$ cat src/rtl/uart_pkg.sv
// Shared UART transmit-path types and frame constants.
// The serializer state enum and the default baud divisor live here so RX and TX agree.
package uart_pkg;

    typedef enum logic [1:0] {
        IDLE,
        START,
        DATA,
        STOP
    } tx_state_t;

    localparam int CLKS_PER_BIT_DEFAULT = 868;  // 100 MHz / 115200 baud
    localparam int FRAME_DATA_W         = 8;
    localparam int STOP_BITS            = 1;

endpackage

$ cat src/rtl/uart_tx_fifo.sv
// Single-clock FIFO feeding the TX serializer; rejects pushes while full, ignores pops while empty.
// Latency: a pushed word is visible at rd_data one edge later; backpressure is the full flag.
module uart_tx_fifo
    import uart_pkg::*;
#(
    parameter int DEPTH  = 16,
    parameter int DATA_W = FRAME_DATA_W
) (
    input  logic                     clk,
    input  logic                     rst_n,
    input  logic                     push,
    input  logic                     pop,
    input  logic [DATA_W-1:0]        wr_data,
    output logic [DATA_W-1:0]        rd_data,
    output logic                     full,
    output logic                     empty,
    output logic [$clog2(DEPTH):0]   count
);

    localparam int PTR_W = $clog2(DEPTH);
    localparam int CNT_W = PTR_W + 1;

    logic [DATA_W-1:0] mem_q [DEPTH];
    logic [PTR_W-1:0]  wr_ptr_q, wr_ptr_d;
    logic [PTR_W-1:0]  rd_ptr_q, rd_ptr_d;
    logic [CNT_W-1:0]  count_q, count_d;
    logic              push_ok, pop_ok;

    assign full    = (count_q == CNT_W'(DEPTH));
    assign empty   = (count_q == '0);
    assign push_ok = push && !full;
    assign pop_ok  = pop && !empty;
    assign rd_data = mem_q[rd_ptr_q];
    assign count   = count_q;

    // Power-of-two depth lets the pointers wrap by plain overflow.
    always_comb begin
        wr_ptr_d = wr_ptr_q;
        rd_ptr_d = rd_ptr_q;
        count_d  = count_q;
        if (push_ok) wr_ptr_d = wr_ptr_q + PTR_W'(1);
        if (pop_ok)  rd_ptr_d = rd_ptr_q + PTR_W'(1);
        case ({push_ok, pop_ok})
            2'b10:   count_d = count_q + CNT_W'(1);
            2'b01:   count_d = count_q - CNT_W'(1);
            default: count_d = count_q;
        endcase
    end

    always_ff @(posedge clk) begin
        if (!rst_n) begin
            wr_ptr_q <= '0;
            rd_ptr_q <= '0;
            count_q  <= '0;
        end else begin
            wr_ptr_q <= wr_ptr_d;
            rd_ptr_q <= rd_ptr_d;
            count_q  <= count_d;
        end
    end

    always_ff @(posedge clk) begin
        if (push_ok) mem_q[wr_ptr_q] <= wr_data;
    end

endmodule

$ cat src/rtl/uart_tx_buffered.sv
// Buffered 8N1 UART transmitter: FIFO drained back-to-back by a serializer FSM.
// Latency: start bit one edge after the FIFO turns non-empty; writers back off on full (overflow is sticky).
module uart_tx_buffered
    import uart_pkg::*;
#(
    parameter int CLKS_PER_BIT = CLKS_PER_BIT_DEFAULT,
    parameter int DEPTH        = 16,
    parameter int DATA_W       = FRAME_DATA_W
) (
    input  logic                     clk_100MHz,
    input  logic                     reset,
    input  logic                     wr_en,
    input  logic [DATA_W-1:0]        wr_data,
    output logic                     TX_Serial,
    output logic                     full,
    output logic                     empty,
    output logic [$clog2(DEPTH):0]   count,
    output logic                     busy,
    output logic                     overflow
);

    localparam int BAUD_W = $clog2(CLKS_PER_BIT);
    localparam int BIT_W  = (DATA_W > 1) ? $clog2(DATA_W) : 1;
    localparam logic [BAUD_W-1:0] BAUD_LAST = BAUD_W'(CLKS_PER_BIT - 1);
    localparam logic [BIT_W-1:0]  BIT_LAST  = BIT_W'(DATA_W - 1);

    tx_state_t         state_q, state_d;
    logic [BAUD_W-1:0] baud_q, baud_d;
    logic [BIT_W-1:0]  bit_idx_q, bit_idx_d;
    logic [DATA_W-1:0] shift_q, shift_d;
    logic              tx_q, tx_d;
    logic              overflow_q, overflow_d;
    logic              pop;
    logic [DATA_W-1:0] head;
    logic              baud_last;

    uart_tx_fifo #(
        .DEPTH  (DEPTH),
        .DATA_W (DATA_W)
    ) u_fifo (
        .clk     (clk_100MHz),
        .rst_n   (reset),
        .push    (wr_en),
        .pop     (pop),
        .wr_data (wr_data),
        .rd_data (head),
        .full    (full),
        .empty   (empty),
        .count   (count)
    );

    assign baud_last  = (baud_q == BAUD_LAST);
    assign TX_Serial  = tx_q;
    assign busy       = (state_q != IDLE);
    assign overflow   = overflow_q;
    assign overflow_d = overflow_q | (wr_en & full);

    // tx_d is the line level for the state being entered, so the line stays registered.
    always_comb begin
        state_d   = state_q;
        baud_d    = baud_q + BAUD_W'(1);
        bit_idx_d = bit_idx_q;
        shift_d   = shift_q;
        tx_d      = tx_q;
        pop       = 1'b0;
        case (state_q)
            IDLE: begin
                baud_d = '0;
                tx_d   = 1'b1;
                if (!empty) begin
                    pop     = 1'b1;
                    shift_d = head;
                    state_d = START;
                    tx_d    = 1'b0;
                end
            end
            START: begin
                if (baud_last) begin
                    baud_d    = '0;
                    bit_idx_d = '0;
                    state_d   = DATA;
                    tx_d      = shift_q[0];
                end
            end
            DATA: begin
                if (baud_last) begin
                    baud_d = '0;
                    if (bit_idx_q == BIT_LAST) begin
                        state_d = STOP;
                        tx_d    = 1'b1;
                    end else begin
                        bit_idx_d = bit_idx_q + BIT_W'(1);
                        shift_d   = shift_q >> 1;
                        tx_d      = shift_q[1];
                    end
                end
            end
            STOP: begin
                if (baud_last) begin
                    baud_d = '0;
                    if (!empty) begin
                        pop     = 1'b1;
                        shift_d = head;
                        state_d = START;
                        tx_d    = 1'b0;
                    end else begin
                        state_d = IDLE;
                        tx_d    = 1'b1;
                    end
                end
            end
            default: begin
                state_d = IDLE;
                baud_d  = '0;
                tx_d    = 1'b1;
            end
        endcase
    end

    always_ff @(posedge clk_100MHz) begin
        if (!reset) begin
            state_q    <= IDLE;
            baud_q     <= '0;
            bit_idx_q  <= '0;
            shift_q    <= '0;
            tx_q       <= 1'b1;
            overflow_q <= 1'b0;
        end else begin
            state_q    <= state_d;
            baud_q     <= baud_d;
            bit_idx_q  <= bit_idx_d;
            shift_q    <= shift_d;
            tx_q       <= tx_d;
            overflow_q <= overflow_d;
        end
    end

endmodule

$ cat config.mk
export PLATFORM = sky130hd
export DESIGN_NAME = uart_tx_buffered
export DESIGN_NICKNAME = d
export VERILOG_FILES = /design/src/rtl/uart_pkg.sv /design/src/rtl/uart_tx_fifo.sv /design/src/rtl/uart_tx_buffered.sv
export SDC_FILE = /design/constraint.sdc
export NUM_CORES = 1
export LEC_CHECK = 0
export CAP_MARGIN = 0
export CORE_AREA = 2 2 106 160
export CTS_CLUSTER_SIZE = 20
export DETAILED_ROUTE_END_ITERATION = 10
export DIE_AREA = 0 0 108 162
export PLACE_DENSITY_LB_ADDON = 0.08
export SYNTH_ARGS = -nofsm -noshare
export SYNTH_HDL_FRONTEND = slang
export SYNTH_HIERARCHICAL = 1
export SYNTH_SLANG_ARGS = --single-unit
$ cat constraint.sdc
create_clock -name clk_100MHz -period 4.4 [get_ports clk_100MHz]
set_input_delay 0.88 -clock clk_100MHz [delete_from_list [all_inputs] [get_ports clk_100MHz]]
set_output_delay 0.88 -clock clk_100MHz [all_outputs]
set_load 0.02 [all_outputs]
==> impl_metrics.prom, run 1 <==
# TYPE chip_impl_metric gauge
chip_impl_metric{name="portBuffers",unit=""} 20
chip_impl_metric{name="synthToLayoutAreaGrowth",unit="%"} 13.0
chip_impl_info{name="timing.hold.worst_endpoint",value="shift_q[7]"} 1
chip_impl_metric{name="synthesis.instances",unit=""} 464
chip_impl_metric{name="cts-hold-fix-buffers",unit=""} 0
chip_impl_metric{name="worst_ir_drop_on_vdd",unit="mV"} 0.287
chip_impl_metric{name="postLayoutSetupSlackWorst",unit="ps"} 890
chip_impl_info{name="synth_top_cells_by_area",value="sky130_fd_sc_hd__edfxtp_1 54%, sky130_fd_sc_hd__dfxtp_1 12%, sky130_fd_sc_hd__mux4_2 10%, sky130_fd_sc_hd__ha_1 3.0%, sky130_fd_sc_hd__nor2_1 2.4%"} 1
chip_impl_metric{name="ios",unit=""} 21
chip_impl_metric{name="drt-vias-per-instance",unit=""} 5.45
chip_impl_metric{name="timing.final.crit_share",unit="%"} 79.8
chip_impl_metric{name="routabilityCongestion",unit=""} 0.750
chip_impl_metric{name="initialDrtViolationCount",unit=""} 193
chip_impl_metric{name="synthDominantCellAreaShare",unit="%"} 53.9
chip_impl_metric{name="die_height",unit="um"} 162
chip_impl_metric{name="int_pwr",unit="mW"} 3.16
chip_impl_info{name="synthMostInstantiatedCell",value="sky130_fd_sc_hd__edfxtp_1"} 1
chip_impl_metric{name="worst-r2r-setup-slack",unit="ps"} 890
chip_impl_metric{name="holdPathStages",unit=""} 2
chip_impl_info{name="hold_path_startpoint",value="shift_q[7]"} 1
chip_impl_metric{name="worst_path_required",unit="ps"} 4750
chip_impl_metric{name="number_of_enable_flip_flop_cells_after_synthesis",unit=""} 128
chip_impl_info{name="crit_path_end_kind",value="flip-flop"} 1
chip_impl_info{name="ys_top_cells_by_count",value="128 x sky130_fd_sc_hd__edfxtp_1, 45 x sky130_fd_sc_hd__nor2_1, 42 x sky130_fd_sc_hd__dfxtp_1"} 1
chip_impl_metric{name="die_width",unit="um"} 108
chip_impl_metric{name="totalNegativeSetupSlack",unit="ps"} 0
chip_impl_metric{name="finalHoldViolations",unit=""} 0
chip_impl_metric{name="clk_path_buf_depth",unit=""} 2
chip_impl_metric{name="routed_wire_length_per_instance",unit="um"} 18.8
chip_impl_info{name="reg2reg_to",value="u_fifo/count[4]"} 1
chip_impl_metric{name="p_sw_share",unit="%"} 29.7
chip_impl_metric{name="placement.cell_area",unit="sq um"} 7500
chip_impl_metric{name="cts_resized",unit=""} 0
chip_impl_metric{name="synth_cell_type_count",unit=""} 53
chip_impl_metric{name="fin_worst_hold_slack",unit="ps"} 464
chip_impl_metric{name="synthArstFlopShare",unit="%"} 0
chip_impl_metric{name="die_area",unit="sq um"} 17500
chip_impl_metric{name="power.total",unit="mW"} 4.50
chip_impl_metric{name="first_pass_grt_wire_length",unit="um"} 21500
chip_impl_metric{name="globalRouteTotalUtil",unit="%"} 16.6
chip_impl_metric{name="static-leakage-power",unit="nW"} 2.72
chip_impl_metric{name="h_tree_levels",unit=""} 4
chip_impl_metric{name="timing.final.crit_period",unit="ps"} 3510
chip_impl_metric{name="totalWireLength",unit="um"} 13200
chip_impl_metric{name="synth.ff_latch_count",unit=""} 170
chip_impl_metric{name="preCtsSetupSlack",unit="ps"} 843
chip_impl_metric{name="p_switching",unit="mW"} 1.34
chip_impl_metric{name="max-cap-violations",unit=""} 0
chip_impl_metric{name="cts.sink_count",unit=""} 170
chip_impl_metric{name="initial_core_utilization",unit="%"} 44.4
chip_impl_metric{name="report.final.setup_viol",unit=""} 0
chip_impl_metric{name="worstRegToRegCells",unit=""} 14
chip_impl_metric{name="power_frac_comb",unit="%"} 25.7
chip_impl_metric{name="drc",unit=""} 0
chip_impl_metric{name="global_route.usage.met2",unit="%"} 30.5
chip_impl_metric{name="placementRows",unit=""} 57
chip_impl_metric{name="grtUsageMet3",unit="%"} 3.69
chip_impl_metric{name="final_core_utilization",unit="%"} 50.2
chip_impl_metric{name="timing.critical_path.arrival",unit="ps"} 3870
chip_impl_info{name="clock_tree_from_tritoncts",value="done"} 1
chip_impl_metric{name="slew_viol_final",unit=""} 0
chip_impl_metric{name="antenna_cells",unit=""} 0
chip_impl_metric{name="postSynthNetCount",unit=""} 492
chip_impl_info{name="critical_setup_path_class",value="flip-flop to flip-flop"} 1
chip_impl_metric{name="worst-slew-pin-transition",unit="ps"} 1010
chip_impl_metric{name="grt_antenna_before_repair",unit=""} 0
chip_impl_metric{name="placed_cells",unit=""} 672
chip_impl_info{name="startpoint_type",value="flip-flop"} 1
chip_impl_metric{name="grt_max_degree",unit=""} 33
chip_impl_metric{name="fmax",unit="GHz"} 0.285
chip_impl_metric{name="final_design_area_no_fill",unit="sq um"} 8060
chip_impl_metric{name="yosys_warnings",unit=""} 6
chip_impl_metric{name="dp_hpwl",unit="um"} 9140
chip_impl_metric{name="fin_skew",unit="ps"} 8.69
chip_impl_metric{name="power.share.clock",unit="%"} 31.0
chip_impl_metric{name="path_clk_slew",unit="ps"} 70
chip_impl_metric{name="first_global_vias",unit=""} 4034
chip_impl_metric{name="cts_buffers",unit=""} 17
chip_impl_metric{name="avgSynthCellArea",unit="sq um"} 15.4
chip_impl_metric{name="via_count",unit=""} 3835
chip_impl_metric{name="final_layout_size_suffix_gt1_share",unit="%"} 15.9
chip_impl_metric{name="seq_power_share",unit="%"} 43.3
chip_impl_info{name="post_synth_top_area_cell",value="sky130_fd_sc_hd__edfxtp_1"} 1
chip_impl_info{name="clock-root-buffer",value="sky130_fd_sc_hd__clkbuf_16"} 1
chip_impl_metric{name="post-cts-setup-buffer-count",unit=""} 0
chip_impl_info{name="grt_setup_unrepaired",value="false"} 1
chip_impl_metric{name="nets",unit=""} 513
chip_impl_metric{name="maxSlewHeadroom",unit="%"} 32.3
chip_impl_metric{name="synthesis.area",unit="sq um"} 7130
chip_impl_metric{name="cp_max_fo",unit=""} 9
chip_impl_metric{name="yosysSeqAreaShare",unit="%"} 65.7
chip_impl_info{name="hold_path_class",value="flip-flop to flip-flop"} 1
chip_impl_metric{name="layoutNonFillerInstCount",unit=""} 704
chip_impl_info{name="run_status",value="complete, no violations"} 1
chip_impl_metric{name="dr.pass1.iters",unit=""} 4
chip_impl_info{name="worst_r2r_startpoint",value="baud_q[0]"} 1
chip_impl_metric{name="grt_use_met1",unit="%"} 18.7
chip_impl_metric{name="postRouteAntennaNets",unit=""} 0
chip_impl_metric{name="core",unit="sq um"} 16000
chip_impl_info{name="yosys_most_used_dff",value="sky130_fd_sc_hd__edfxtp_1"} 1
chip_impl_metric{name="power.density",unit="nW/um^2"} 558
chip_impl_metric{name="gr-total-overflow",unit=""} 0
chip_impl_metric{name="worstSkewPairLatency",unit="ps"} 420
chip_impl_info{name="top_usage_layer",value="met2"} 1
## power by group through the flow
| stage | clock (mW) | combinational, mW | sequential [mW] |
|---|---|---|---|
| after floorplan | 0 | 0.967 | 1.93 |
| after global placement | 0 | 1.15 | 1.98 |
| after detailed placement | 0 | 1.17 | 1.98 |
| after CTS | 1.44 | 1.18 | 1.95 |
| after global routing | 1.50 | 1.27 | 1.97 |
| final | 1.40 | 1.16 | 1.95 |
## worst max-delay path by stage
stage / from / to / slack, ps / cells after the start
floorplan: u_fifo/count[1] / u_fifo/count[2] / 990 / 15
CTS: baud_q[0] / u_fifo/count[4] / 830 / 14
finish: baud_q[0] / u_fifo/count[4] / 890 / 14
detailed placement: baud_q[0] / u_fifo/count[4] / 840 / 14
global placement: baud_q[0] / u_fifo/count[4] / 960 / 14
global route: baud_q[0] / u_fifo/count[2] / 580 / 14
## routing by layer
metal  vias up  wire length (um)  share of wire [%]
li1       1823                 -                  -
met1      1944              5260                 40
met2        53              7400                 56
met3        15               329                2.5
met4         0               212                1.6
met5         -                 0                  0
## placed cells by master (no fill, tap or decap), types with 10 or more instances in the layout
cell | synthesis | routed
sky130_fd_sc_hd__clkbuf_16 | 0 | 17
sky130_fd_sc_hd__nor2_1 | 45 | 45
sky130_fd_sc_hd__nor3_1 | 10 | 10
sky130_fd_sc_hd__nand3_1 | 14 | 14
sky130_fd_sc_hd__ha_1 | 17 | 17
sky130_fd_sc_hd__mux2i_1 | 13 | 13
sky130_fd_sc_hd__a22oi_1 | 16 | 16
sky130_fd_sc_hd__dfxtp_1 | 42 | 41
sky130_fd_sc_hd__clkdlybuf4s50_1 | 0 | 20
sky130_fd_sc_hd__inv_1 | 14 | 14
sky130_fd_sc_hd__mux4_2 | 32 | 32
sky130_fd_sc_hd__edfxtp_1 | 128 | 128
sky130_fd_sc_hd__nand2_1 | 26 | 26
## state kept, by name, summed over array words and instances, names as in the netlist, named ones only
register / cells
u_fifo/rd_ptr_q: 4
u_fifo/mem_q: 128
TX_Serial: 1
u_fifo/count: 5
state_q: 2
baud_q: 10
overflow: 1
bit_idx_q: 3
u_fifo/wr_ptr_q: 4
shift_q: 8
## cells by family (layout without fill, tap and decap cells)
| kind of cell | Yosys count | count (layout) | share of synthesized area [%] |
|---|---|---|---|
| compound gates | 57 | 57 | 6.44 |
| xor+xnor | 14 | 14 | 1.72 |
| fa+ha+maj | 17 | 17 | 2.98 |
| buf+inv | 40 | 74 | 2.72 |
| flops | 170 | 170 | 65.7 |
| mux | 46 | 46 | 12.1 |
| simple gates | 120 | 120 | 8.32 |
## cell type report
cell class              count  area [sq um]
clock inverters            13           123
fillers                  1360          7990
clock buffers              19           433
inverters                  15          56.3
repair buffers             27           253
flip-flops and latches    170          4690
multi-input cells         254          2250
well taps                 206           258
## worst max-delay path, cell delays in order (launching register included)
cell	delay [ps]
sky130_fd_sc_hd__dfxtp_1	370
sky130_fd_sc_hd__ha_1	240
sky130_fd_sc_hd__nor4bb_4	270
sky130_fd_sc_hd__and3_4	250
sky130_fd_sc_hd__a21oi_1	70
sky130_fd_sc_hd__nor3_1	520
sky130_fd_sc_hd__o21ai_4	170
sky130_fd_sc_hd__inv_1	110
sky130_fd_sc_hd__ha_1	320
sky130_fd_sc_hd__xor2_1	180
sky130_fd_sc_hd__ha_1	180
sky130_fd_sc_hd__inv_1	70
sky130_fd_sc_hd__a21o_1	160
sky130_fd_sc_hd__a221oi_1	320
sky130_fd_sc_hd__mux2i_1	210
Note: power is estimated with default switching activity, not from simulation.
==> inputs of run 2 (changes only) <==
==> constraint.sdc (replaced) <==
create_clock -name clk_100MHz -period 3.15 [get_ports clk_100MHz]
set_input_delay 0.63 -clock clk_100MHz [delete_from_list [all_inputs] [get_ports clk_100MHz]]
set_output_delay 0.63 -clock clk_100MHz [all_outputs]
set_load 0.02 [all_outputs]
==> impl_metrics.prom, run 2 (synthesis gave the netlist of run 1 again) <==
# TYPE chip_impl_metric gauge
chip_impl_info{name="startpoint_type",value="flip-flop"} 1
chip_impl_metric{name="core",unit="sq um"} 16000
chip_impl_metric{name="worstRegToRegCells",unit=""} 14
chip_impl_metric{name="timing.final.crit_period",unit="ps"} 2870
chip_impl_metric{name="postRouteAntennaNets",unit=""} 0
chip_impl_metric{name="static-leakage-power",unit="nW"} 2.86
chip_impl_metric{name="placed_cells",unit=""} 689
chip_impl_info{name="timing.hold.worst_endpoint",value="baud_q[0]"} 1
chip_impl_metric{name="report.final.setup_viol",unit=""} 0
chip_impl_info{name="worst_r2r_startpoint",value="baud_q[0]"} 1
chip_impl_metric{name="antenna_cells",unit=""} 0
chip_impl_metric{name="grt_max_degree",unit=""} 33
chip_impl_metric{name="wl_met2",unit="um"} 7540
chip_impl_metric{name="drt-vias-per-instance",unit=""} 5.35
chip_impl_metric{name="via_count",unit=""} 3865
chip_impl_metric{name="nets",unit=""} 532
chip_impl_metric{name="first_pass_grt_wire_length",unit="um"} 21400
chip_impl_metric{name="layoutNonFillerInstCount",unit=""} 723
chip_impl_metric{name="totalNegativeSetupSlack",unit="ps"} 0
chip_impl_metric{name="final_core_utilization",unit="%"} 51.8
chip_impl_info{name="highest_layer",value="met4"} 1
chip_impl_info{name="top_flop_regs",value="u_fifo/mem_q (128), baud_q (10), shift_q (8)"} 1
chip_impl_metric{name="final_design_area_no_fill",unit="sq um"} 8310
chip_impl_metric{name="timing.final.crit_share",unit="%"} 91.0
chip_impl_info{name="run_status",value="complete, no violations"} 1
chip_impl_metric{name="cts_buffers",unit=""} 17
chip_impl_info{name="most-common-layout-cells",value="128 x sky130_fd_sc_hd__edfxtp_1, 44 x sky130_fd_sc_hd__nor2_1, 39 x sky130_fd_sc_hd__dfxtp_1"} 1
chip_impl_metric{name="maxSlewHeadroom",unit="%"} 54.1
chip_impl_metric{name="cts.sink_count",unit=""} 170
chip_impl_metric{name="path_clk_slew",unit="ps"} 60
chip_impl_metric{name="routed-wl-met3",unit="um"} 372
chip_impl_metric{name="slew_viol_final",unit=""} 0
chip_impl_info{name="crit_path_end_kind",value="flip-flop"} 1
chip_impl_info{name="reg2reg_to",value="u_fifo/count[4]"} 1
chip_impl_metric{name="initialDrtViolationCount",unit=""} 187
chip_impl_metric{name="holdPathStages",unit=""} 1
chip_impl_metric{name="dr.pass1.iters",unit=""} 4
chip_impl_metric{name="fin_skew",unit="ps"} 6.23
chip_impl_metric{name="clk_path_buf_depth",unit=""} 2
chip_impl_metric{name="dp_hpwl",unit="um"} 9300
chip_impl_metric{name="gr-total-overflow",unit=""} 0
chip_impl_metric{name="die_width",unit="um"} 108
chip_impl_metric{name="placementRows",unit=""} 57
chip_impl_metric{name="worst_path_required",unit="ps"} 3500
chip_impl_metric{name="grt_antenna_before_repair",unit=""} 0
chip_impl_metric{name="cts-hold-fix-buffers",unit=""} 0
chip_impl_info{name="critical_setup_path_class",value="flip-flop to flip-flop"} 1
chip_impl_metric{name="portBuffers",unit=""} 20
chip_impl_info{name="critical_path.startpoint",value="baud_q[0]"} 1
chip_impl_info{name="final_common_cell",value="sky130_fd_sc_hd__edfxtp_1"} 1
chip_impl_metric{name="placement.cell_area",unit="sq um"} 7650
chip_impl_metric{name="die_height",unit="um"} 162
chip_impl_metric{name="worst_ir_drop_on_vdd",unit="mV"} 0.401
chip_impl_metric{name="largest_register_ffs",unit=""} 128
chip_impl_info{name="clock-root-buffer",value="sky130_fd_sc_hd__clkbuf_16"} 1
chip_impl_metric{name="worst-r2r-setup-slack",unit="ps"} 280
chip_impl_metric{name="routabilityCongestion",unit=""} 0.784
chip_impl_metric{name="fmax",unit="GHz"} 0.349
chip_impl_metric{name="timing.critical_path.arrival",unit="ps"} 3220
chip_impl_metric{name="power.density",unit="nW/um^2"} 799
chip_impl_info{name="grt_setup_unrepaired",value="false"} 1
chip_impl_info{name="clock_tree_from_tritoncts",value="done"} 1
chip_impl_metric{name="final_layout_size_suffix_gt1_share",unit="%"} 20.3
chip_impl_metric{name="totalWireLength",unit="um"} 13300
chip_impl_metric{name="routed_wire_length_per_instance",unit="um"} 18.4
chip_impl_metric{name="globalRouteTotalUtil",unit="%"} 16.6
chip_impl_metric{name="finalHoldViolations",unit=""} 0
chip_impl_info{name="hold_path_startpoint",value="baud_q[0]"} 1
chip_impl_metric{name="m1WireLength",unit="um"} 5210
chip_impl_metric{name="worst-slew-pin-transition",unit="ps"} 688
chip_impl_metric{name="worstSkewPairLatency",unit="ps"} 420
chip_impl_metric{name="synthToLayoutAreaGrowth",unit="%"} 16.6
chip_impl_metric{name="die_area",unit="sq um"} 17500
chip_impl_metric{name="first_global_vias",unit=""} 4101
chip_impl_info{name="hold_path_class",value="flip-flop to flip-flop"} 1
chip_impl_metric{name="max-cap-violations",unit=""} 0
chip_impl_metric{name="h_tree_levels",unit=""} 4
chip_impl_metric{name="drc",unit=""} 0
chip_impl_metric{name="ios",unit=""} 21
chip_impl_metric{name="cp_max_fo",unit=""} 5
chip_impl_metric{name="initial_core_utilization",unit="%"} 44.4
chip_impl_info{name="top_register",value="u_fifo/mem_q"} 1
-- run 2: stage by stage --
stage | setup slack (ps) | power [mW] | hold slack [ps]
finish | 282 | 6.64 | 439
global route | 37.7 | 7.01 | 468
CTS | 101 | 6.69 | 478
detailed placement | 119 | 4.48 | 463
global placement | 214 | 4.46 | 442
floorplan | 86.3 | 4.07 | 430
-- run 2: report_power, final --
part | switching [mW] | total (mW) | leakage, nW | internal [mW]
Clock | 0.857 | 2.19 | 0.301 | 1.33
Sequential | 0.101 | 2.65 | 1.50 | 2.55
Combinational | 0.950 | 1.80 | 1.06 | 0.849
-- run 2: critical path, stage by stage, from the launching register on --
cell and delay, ps:
sky130_fd_sc_hd__dfxtp_2 350, sky130_fd_sc_hd__ha_1 170, sky130_fd_sc_hd__nor4bb_4 210, sky130_fd_sc_hd__and3_4 250, sky130_fd_sc_hd__a21oi_1 80, sky130_fd_sc_hd__nor3_2 290
sky130_fd_sc_hd__o21ai_4 130, sky130_fd_sc_hd__inv_1 110, sky130_fd_sc_hd__ha_4 150, sky130_fd_sc_hd__xor2_1 150, sky130_fd_sc_hd__ha_1 180, sky130_fd_sc_hd__inv_1 70
sky130_fd_sc_hd__a21o_1 160, sky130_fd_sc_hd__a221oi_2 280, sky130_fd_sc_hd__mux2i_1 200
-- run 2: worst max path at each step --
stage,to,slack (ps),cells after the start
floorplan,u_fifo/count[2],90,15
global placement,u_fifo/count[4],210,14
detailed placement,u_fifo/count[4],120,14
CTS,u_fifo/count[4],100,14
global route,u_fifo/count[4],40,14
finish,u_fifo/count[4],280,14
-- run 2: cell type report --
cell class | count | area (sq um)
clock buffer | 18 | 429
clock inverter | 14 | 194
fill | 1299 | 7730
inverter | 15 | 56.3
multi-input combinational | 254 | 2280
sequential | 170 | 4690
tap | 206 | 258
timing repair buffer | 46 | 408
-- run 2: timing repair --
| action | 4_1_cts | 5_1_grt |
|---|---|---|
| buffers inserted | 0 | 2 |
| endpoints found under the setup margin | 0 | 2 |
| gates resized for setup | 0 | 5 |
-- run 2: metal layers --
| metal | vias up | GRT usage (%) |
|---|---|---|
| met2 | 57 | 31.1 |
| met3 | 16 | 4.57 |
| met4 | 0 | 4.95 |
| met5 | - | 0 |
| li1 | 1856 | - |
| met1 | 1936 | 18.0 |
